===== src/rtl/issue_sched_if.sv =====
// -----------------------------------------------------------------------------
// issue_sched_if
// Handshake bundle between the four execution queues and the issue scheduler.
//   issue*_ready    : queue head valid and operands ready (queue -> scheduler)
//   issue*_done     : grant strobe, queue pops its head (scheduler -> queue)
//   cdb_owner       : unit driving the CDB this cycle (00 int, 01 ls, 10 mult, 11 div)
//   cdb_owner_valid : CDB is driven this cycle
//   div_busy        : non-pipelined divider is occupied
// Modports: master = queue side, slave = scheduler side.
// -----------------------------------------------------------------------------
interface issue_sched_if;
    logic       issueint_ready;
    logic       issuels_ready;
    logic       issuemult_ready;
    logic       issuediv_ready;
    logic       issueint_done;
    logic       issuels_done;
    logic       issuemult_done;
    logic       issuediv_done;
    logic [1:0] cdb_owner;
    logic       cdb_owner_valid;
    logic       div_busy;

    modport master (
        output issueint_ready, issuels_ready, issuemult_ready, issuediv_ready,
        input  issueint_done, issuels_done, issuemult_done, issuediv_done,
        input  cdb_owner, cdb_owner_valid, div_busy
    );

    modport slave (
        input  issueint_ready, issuels_ready, issuemult_ready, issuediv_ready,
        output issueint_done, issuels_done, issuemult_done, issuediv_done,
        output cdb_owner, cdb_owner_valid, div_busy
    );
endinterface


===== src/rtl/issue_sched.sv =====
// -----------------------------------------------------------------------------
// issue_sched
// Single-issue scheduler for the int, load/store, multiply and divide queues.
// At most one queue is granted per cycle, and only when the fixed-latency
// result of that unit will find the common data bus free on completion.
// Future CDB ownership is held in a reservation shift register; the
// non-pipelined divider is blocked while its occupancy counter runs.
// Ports:
//   clk   : clock
//   reset : asynchronous, active-high reset
//   bus   : issue_sched_if.slave (readies in; dones, CDB owner, div_busy out)
// -----------------------------------------------------------------------------
module issue_sched #(
    parameter int INT_LAT  = 1,
    parameter int LS_LAT   = 1,
    parameter int MULT_LAT = 4,
    parameter int DIV_LAT  = 7   // must be >= every other latency, all >= 1
) (
    input  logic         clk,
    input  logic         reset,
    issue_sched_if.slave bus
);

    localparam int CNT_W = $clog2(DIV_LAT + 1);

    localparam logic [1:0]       OWN_INT  = 2'b00;
    localparam logic [1:0]       OWN_LS   = 2'b01;
    localparam logic [1:0]       OWN_MULT = 2'b10;
    localparam logic [1:0]       OWN_DIV  = 2'b11;
    localparam logic [CNT_W-1:0] CNT_ZERO = {CNT_W{1'b0}};
    localparam logic [CNT_W-1:0] CNT_ONE  = CNT_W'(1);
    localparam logic [CNT_W-1:0] CNT_LOAD = CNT_W'(DIV_LAT - 1);

    typedef struct packed {
        logic       valid;
        logic [1:0] owner;
    } res_t;

    localparam res_t RES_EMPTY = 3'b000;

    // r_res[k] is the CDB owner k cycles from now
    res_t             r_res [0:DIV_LAT];
    res_t             w_res_next [0:DIV_LAT];
    logic [CNT_W-1:0] r_div_cnt;
    logic             r_rr;          // 0 favours int, 1 favours ls

    logic w_elig_int, w_elig_ls, w_elig_mult, w_elig_div;
    logic w_gnt_int, w_gnt_ls, w_gnt_mult, w_gnt_div;

    // A unit of latency L lands in slot L-1 after this cycle's shift, which
    // is the slot currently seen at index L. Grants are suppressed in reset.
    assign w_elig_int  = ~reset & bus.issueint_ready  & ~r_res[INT_LAT].valid;
    assign w_elig_ls   = ~reset & bus.issuels_ready   & ~r_res[LS_LAT].valid;
    assign w_elig_mult = ~reset & bus.issuemult_ready & ~r_res[MULT_LAT].valid;
    assign w_elig_div  = ~reset & bus.issuediv_ready  & ~r_res[DIV_LAT].valid
                       & (r_div_cnt == CNT_ZERO);

    // Fixed priority div > mult > {int, ls}, round robin between int and ls
    always_comb begin
        w_gnt_int  = 1'b0;
        w_gnt_ls   = 1'b0;
        w_gnt_mult = 1'b0;
        w_gnt_div  = 1'b0;
        if (w_elig_div) begin
            w_gnt_div = 1'b1;
        end else if (w_elig_mult) begin
            w_gnt_mult = 1'b1;
        end else if (w_elig_int && (!r_rr || !w_elig_ls)) begin
            w_gnt_int = 1'b1;
        end else if (w_elig_ls) begin
            w_gnt_ls = 1'b1;
        end else begin
            w_gnt_int = 1'b0;
        end
    end

    // Shift reservations one slot closer and book the granted unit's slot
    always_comb begin
        for (int k = 0; k < DIV_LAT; k++) begin
            w_res_next[k] = r_res[k+1];
        end
        w_res_next[DIV_LAT] = RES_EMPTY;
        if (w_gnt_div) begin
            w_res_next[DIV_LAT-1] = {1'b1, OWN_DIV};
        end else if (w_gnt_mult) begin
            w_res_next[MULT_LAT-1] = {1'b1, OWN_MULT};
        end else if (w_gnt_int) begin
            w_res_next[INT_LAT-1] = {1'b1, OWN_INT};
        end else if (w_gnt_ls) begin
            w_res_next[LS_LAT-1] = {1'b1, OWN_LS};
        end else begin
            w_res_next[DIV_LAT] = RES_EMPTY;
        end
    end

    // Reservation register
    always_ff @(posedge clk or posedge reset) begin
        if (reset) begin
            for (int k = 0; k <= DIV_LAT; k++) begin
                r_res[k] <= RES_EMPTY;
            end
        end else begin
            for (int k = 0; k <= DIV_LAT; k++) begin
                r_res[k] <= w_res_next[k];
            end
        end
    end

    // Divider occupancy counter: loaded on grant, counts down to idle
    always_ff @(posedge clk or posedge reset) begin
        if (reset) begin
            r_div_cnt <= CNT_ZERO;
        end else if (w_gnt_div) begin
            r_div_cnt <= CNT_LOAD;
        end else if (r_div_cnt != CNT_ZERO) begin
            r_div_cnt <= r_div_cnt - CNT_ONE;
        end else begin
            r_div_cnt <= r_div_cnt;
        end
    end

    // Round-robin pointer: flips toward the unit that did not just win
    always_ff @(posedge clk or posedge reset) begin
        if (reset) begin
            r_rr <= 1'b0;
        end else if (w_gnt_int) begin
            r_rr <= 1'b1;
        end else if (w_gnt_ls) begin
            r_rr <= 1'b0;
        end else begin
            r_rr <= r_rr;
        end
    end

    assign bus.issueint_done   = w_gnt_int;
    assign bus.issuels_done    = w_gnt_ls;
    assign bus.issuemult_done  = w_gnt_mult;
    assign bus.issuediv_done   = w_gnt_div;
    assign bus.cdb_owner       = r_res[0].owner;
    assign bus.cdb_owner_valid = r_res[0].valid;
    assign bus.div_busy        = (r_div_cnt != CNT_ZERO);

endmodule


===== src/flat_wrapper.sv =====
// flat-port wrapper written by rule: the top's interface ports become plain ports
module issue_sched_flat 
#(
    parameter int INT_LAT  = 1,
    parameter int LS_LAT   = 1,
    parameter int MULT_LAT = 4,
    parameter int DIV_LAT  = 7                                              
)
  (clk, reset, bus_issueint_ready, bus_issuels_ready, bus_issuemult_ready, bus_issuediv_ready, bus_issueint_done, bus_issuels_done, bus_issuemult_done, bus_issuediv_done, bus_cdb_owner, bus_cdb_owner_valid, bus_div_busy);
  issue_sched_if bus_i ();
  input  logic clk;
  input  logic reset;
  input wire logic [$bits(bus_i.issueint_ready)-1:0] bus_issueint_ready;
  input wire logic [$bits(bus_i.issuels_ready)-1:0] bus_issuels_ready;
  input wire logic [$bits(bus_i.issuemult_ready)-1:0] bus_issuemult_ready;
  input wire logic [$bits(bus_i.issuediv_ready)-1:0] bus_issuediv_ready;
  output wire logic [$bits(bus_i.issueint_done)-1:0] bus_issueint_done;
  output wire logic [$bits(bus_i.issuels_done)-1:0] bus_issuels_done;
  output wire logic [$bits(bus_i.issuemult_done)-1:0] bus_issuemult_done;
  output wire logic [$bits(bus_i.issuediv_done)-1:0] bus_issuediv_done;
  output wire logic [$bits(bus_i.cdb_owner)-1:0] bus_cdb_owner;
  output wire logic [$bits(bus_i.cdb_owner_valid)-1:0] bus_cdb_owner_valid;
  output wire logic [$bits(bus_i.div_busy)-1:0] bus_div_busy;
  assign bus_i.issueint_ready = bus_issueint_ready;
  assign bus_i.issuels_ready = bus_issuels_ready;
  assign bus_i.issuemult_ready = bus_issuemult_ready;
  assign bus_i.issuediv_ready = bus_issuediv_ready;
  assign bus_issueint_done = bus_i.issueint_done;
  assign bus_issuels_done = bus_i.issuels_done;
  assign bus_issuemult_done = bus_i.issuemult_done;
  assign bus_issuediv_done = bus_i.issuediv_done;
  assign bus_cdb_owner = bus_i.cdb_owner;
  assign bus_cdb_owner_valid = bus_i.cdb_owner_valid;
  assign bus_div_busy = bus_i.div_busy;
  issue_sched #(.INT_LAT(INT_LAT), .LS_LAT(LS_LAT), .MULT_LAT(MULT_LAT), .DIV_LAT(DIV_LAT)) u_core (.clk(clk), .reset(reset), .bus(bus_i));
endmodule

===== config.mk =====
export PLATFORM = sky130hd
export DESIGN_NAME = issue_sched_flat
export DESIGN_NICKNAME = d
export VERILOG_FILES = /design/src/rtl/issue_sched_if.sv /design/src/rtl/issue_sched.sv /design/src/flat_wrapper.sv
export SDC_FILE = /design/constraint.sdc
export NUM_CORES = 1
export LEC_CHECK = 0
export BUFFER_PORTS_ARGS = -buffer_cell sky130_fd_sc_hd__buf_4
export CAP_MARGIN = 20
export CORE_UTILIZATION = 50
export CTS_CLUSTER_SIZE = 30
export DETAILED_ROUTE_END_ITERATION = 12
export GPL_TIMING_DRIVEN = 0
export PLACE_DENSITY = 0.81
export SLEW_MARGIN = 20
export SYNTH_ARGS = -nofsm -noshare
export SYNTH_HDL_FRONTEND = slang
export SYNTH_SLANG_ARGS = --single-unit

===== constraint.sdc =====
create_clock -name clk -period 2 [get_ports clk]
set_clock_uncertainty 0.2 [all_clocks]
set_input_delay 0.4 -clock clk [delete_from_list [all_inputs] [get_ports clk]]
set_output_delay 0.4 -clock clk [all_outputs]
set_load 0.01 [all_outputs]

After elaboration in Yosys (flattened, before gate mapping) --
Cells that the tools add are included.
Word-level totals: register bits after elaboration 25, latch bits 0, bits in writable memories 0, ROM bits 0, input port bits 6, output and inout port bits 8, memories 0
Operators by class: add/subtract/negate cells 1, multiply operators 0, divide/modulo/power cells 0, magnitude comparators 0, equality and inequality tests 0, shifts and indexed selects 0, mux-type cells 21, bitwise gates (word level) 11, reduce and logical (&&, ||, !) cells 8
Operators with widths (count):
- 3-bit two-way mux | 9
- 1-bit two-way mux | 12
- 1-bit AND | 8
- 2-bit nonzero test | 2
- 3-bit logical NOT | 1
- 1-bit inverter | 3
- 3-bit nonzero test | 1
- 3-bit by 1-bit subtractor with 3-bit output (second input constant) | 1
- 1-bit logical NOT | 2
- 1-bit logical AND | 1
- 1-bit logical OR | 1

Longest topological paths before layout --
depth after elaboration 13, depth in mapped cells 5, gate-level depth less buffers 5

Worst setup path before layout --
Ideal clock, no wire load.
path kind reg-to-output, start point register u_core.r_div_cnt[0], end point output port bus_issueint_done, data arrival time 1.125 ns, data required time 1.400 ns, slack 0.275 ns, cell stages (with the launch flop) 6, path through dfrtp_1 inv_1 ha_1 nand3b_4 and3_4 and3_1
On the way: word-level cells in the longest chain between the ends 3
RTL lines:
- start, declared | line issue_sched.sv:44 | logic [CNT_W-1:0] r_div_cnt;
- start signal, assigned | line issue_sched.sv:116 | r_div_cnt <= r_div_cnt - CNT_ONE;
- start signal, assigned | line issue_sched.sv:118 | r_div_cnt <= r_div_cnt;
- 3-bit logical NOT | line issue_sched.sv:56 | & (r_div_cnt == CNT_ZERO);
- 1-bit AND | line issue_sched.sv:56
- 1-bit two-way mux | line issue_sched.sv:64 | if (w_elig_div) begin
- end, declared | line flat_wrapper.sv:17 | output wire logic [$bits(bus_i.issueint_done)-1:0] bus_issueint_done;
Every way passes these cells.

Worst setup path after layout --
start point register u_core.r_div_cnt[1], end point output port bus_issueint_done
Same word-level chain as after synthesis.

==> PnR_summary.wiki <==
{| class="wikitable"
! Metric !! Value
|-
| YS warnings || 0
|-
| Cell count after synthesis || 52
|-
| Outcome || finished, violations left
|-
| Post-Route WL || 1318 um
|-
| Number of setup violations in the final report || 2
|-
| HPWL after detailed placement || 754 um
|-
| Tightest slew margin relative to the limit || 53.85%
|-
| Min cycle time layout || 2015 ps
|-
| Per-instance average area after synthesis || 12.46 um2
|-
| Fin cells || 92
|-
| Die Outline Area || 1444 um2
|-
| Post-detailed-route via-to-cell ratio || 5.228
|-
| Fmax || 496.2 MHz
|-
| CTS Sinks || 16
|-
| Max clock buf depth || 2
|-
| Sequential share of the synthesized area || 61.78%
|-
| Fin. Hold Viols || 0
|-
| Clock latency on the worst-skew pair || 280 ps
|-
| Max-slew violations || 0
|-
| Final standard cell utilization of the core || 79.44%
|-
| RSZ-0062 raised after global routing || true
|-
| Boundary Pins || 14
|-
| Antenna violations before repair || 0
|-
| Gp weighted congestion || 0.6383
|-
| DRC errors left || 0
|-
| Crit. End Element || output port
|-
| Number of global-route vias before repair || 514
|-
| Post-Synthesis Cell Area || 648.1 um2
|-
| Ant diodes || 0
|-
| Worst-case setup margin in the final layout || -15.24 ps
|-
| Input/output buffers || 13
|-
| Initial cell density of the core || 56.06%
|-
| Final ANT Viol Nets || 0
|-
| Standby leakage power || 0.0004649 uW
|-
| Distinct cells, synth || 22
|-
| Overflow left after global routing || 0
|-
| Critical Path Start Type || flop
|-
| Layout cell share with drive strength beyond 1 || 52.56%
|-
| Cell Rows || 12
|-
| Layout Nets || 87
|-
| Number of iterations in the first detailed-routing pass || 3
|-
| CTS tree || yes
|-
| Violated checks || negative setup slack
|-
| Syn-to-layout area delta || 41.70%
|-
| DIE WIDTH || 38.01 um
|-
| Post-Place Setup Slack || -23.09 ps
|-
| Placement Cell Area || 763.2 um2
|-
| Total number of H-tree levels || 1
|-
| Post-Synthesis Net Count || 60
|-
| Worst setup path category || flop to output port
|-
| Maximum number of pins on one net before global-route repair || 17
|-
| Worst vdd rail ir drop || 673.0 uV
|-
| Data required, critical path || 1400 ps
|-
| Number of buffers created by CTS || 3
|-
| Worst slew pin tran || 689.9 ps
|-
| Clock-pin slew of the registers on the worst-case setup and hold paths || 90 ps
|-
| Worst-path maximum fanout || 3
|-
| Cells after DPL || 79
|-
| Final worst path period share || 100.8%
|-
| GR Util All Layers || 23.76%
|-
| Global-route wire length before repair || 2125 um
|-
| Worst path arrival time || 1420 ps
|-
| Routed length per placed instance || 14.33 um
|-
| Clock tree root buffer cell || clkbuf_4
|-
| Total power density per cell area || 1254 nW/um2
|-
| Area of the core || 1156 um2
|-
| Drt initial violations || 16
|-
| Fin area || 918.4 um2
|-
| DR vias || 481
|-
| Classification of the worst-slack hold path || input pin to flop
|-
| Max-cap violations || 0
|-
| Chip Height || 38.01 um
|-
| Synthesized flop and latch total || 16
|}
[flip-flops by register name, indices dropped and copies added (netlist names)]
register                    flops
u_core.bus.cdb_owner_valid      1
u_core.bus.cdb_owner            2
u_core.r_res                    9
u_core.r_div_cnt                3
u_core.r_rr                     1
[synthesized netlist by cell type, drive strengths merged]
library cell | number | share of area [%]
a211o | 1 | 1.4
a2bb2oi | 1 | 1.4
a31o | 1 | 1.4
a31oi | 2 | 1.9
a41oi | 2 | 2.7
and3 | 3 | 3.7
buf | 2 | 2.3
clkbuf | 2 | 1.2
dfrtp | 16 | 62
ha | 2 | 3.9
inv | 3 | 1.7
nand2 | 3 | 1.7
nand2b | 5 | 5.6
nand3b | 1 | 3.1
nor2 | 4 | 2.7
nor2b | 1 | 0.97
o21ai | 2 | 1.5
o21bai | 1 | 1.2
[cells by family (layout without fill, tap and decap cells)]
| logic type | after synthesis | after routing | synth area share [%] |
|---|---|---|---|
| and+or+nand+nor | 17 | 17 | 17.76 |
| DFF | 16 | 16 | 61.78 |
| buffers and inverters | 7 | 33 | 5.212 |
| AOI/OAI and AO/OA | 10 | 10 | 11.39 |
| adders and majority gates | 2 | 2 | 3.860 |
[cell usage in the layout (no fill, tap or decap), types with 2 or more instances in the layout]
master / Yosys / routed
buf_4: 2 / 21
buf_6: 0 / 2
a31oi_1: 2 / 2
and3_4: 1 / 3
nand2_1: 3 / 2
a41oi_1: 2 / 2
inv_2: 0 / 2
clkbuf_1: 2 / 2
clkbuf_4: 0 / 3
nor2_1: 3 / 2
dfrtp_1: 16 / 16
nand2b_1: 3 / 3
[final cells by class]
cell class	instances	area, um2
inverters	3	15.01
fillers	80	237.7
plain buffers	4	22.52
multi-input cells	29	251.5
well taps	14	17.52
repair buffers	22	175.2
clock buffers	4	36.28
flip-flops and latches	16	400.4
[routing by layer]
| layer | wire (um) | vias to the layer above | part of all wire [%] | global-route usage [%] |
|---|---|---|---|---|
| met1 | 512 | 232 | 39 | 21.51 |
| met2 | 712 | 15 | 54 | 44.40 |
| li1 | - | 230 | - | - |
| met3 | 45 | 4 | 3.4 | 3.488 |
| met4 | 48 | 0 | 3.6 | 21.43 |
| met5 | 0 | - | 0 | 0 |
[power by group]
group	total (uW)	switching, uW	internal (uW)	leakage (uW)
logic	496	211	286	0.000237
registers	448	45.3	403	0.000207
clock network	207	96.3	111	0.0000210
total	1150	352	799	0.000465
[through the flow]
step,TNS [ps],hold WS [ps],power [uW]
floorplan,0,130.2,667.7
detailed placement,-23.09,137.8,766.8
CTS,-2.581,142.9,1098
global placement,0,131.8,748.5
global route,-190.8,140.2,1223
finish,-27.11,146.3,1152
[path summary, 6_finish.rpt]
kind	start	endpoint	slack (ps)	cells past startpoint
max	u_core.r_div_cnt[1]	bus_issueint_done	-20	6
min	bus_issueint_ready	u_core.bus.cdb_owner[0]	150	2
max reg2reg	u_core.r_div_cnt[1]	u_core.r_div_cnt[2]	520	6
min reg2reg	u_core.r_res[6]	u_core.r_res[9]	160	0
max in group asynchronous	reset	u_core.r_res[3]	540	3
min in group asynchronous	reset	u_core.r_res[19]	630	3
[critical path: stages (launching register included)]
cell,delay [ps]
dfrtp_1,380
inv_2,60
ha_4,170
nand3b_4,70
and3_4,190
and3_4,170
buf_6,90
[timing repair]
| item | in CTS | in global routing |
|---|---|---|
| hold buffers | 1 | 0 |
| buffers inserted | 7 | 1 |
| endpoints found under the hold margin | 16 | 0 |
| gates resized for setup | 11 | 2 |
| setup endpoints to repair | 4 | 4 |
| pin swaps | 2 | 3 |
Power figures use the tool's default switching activity.
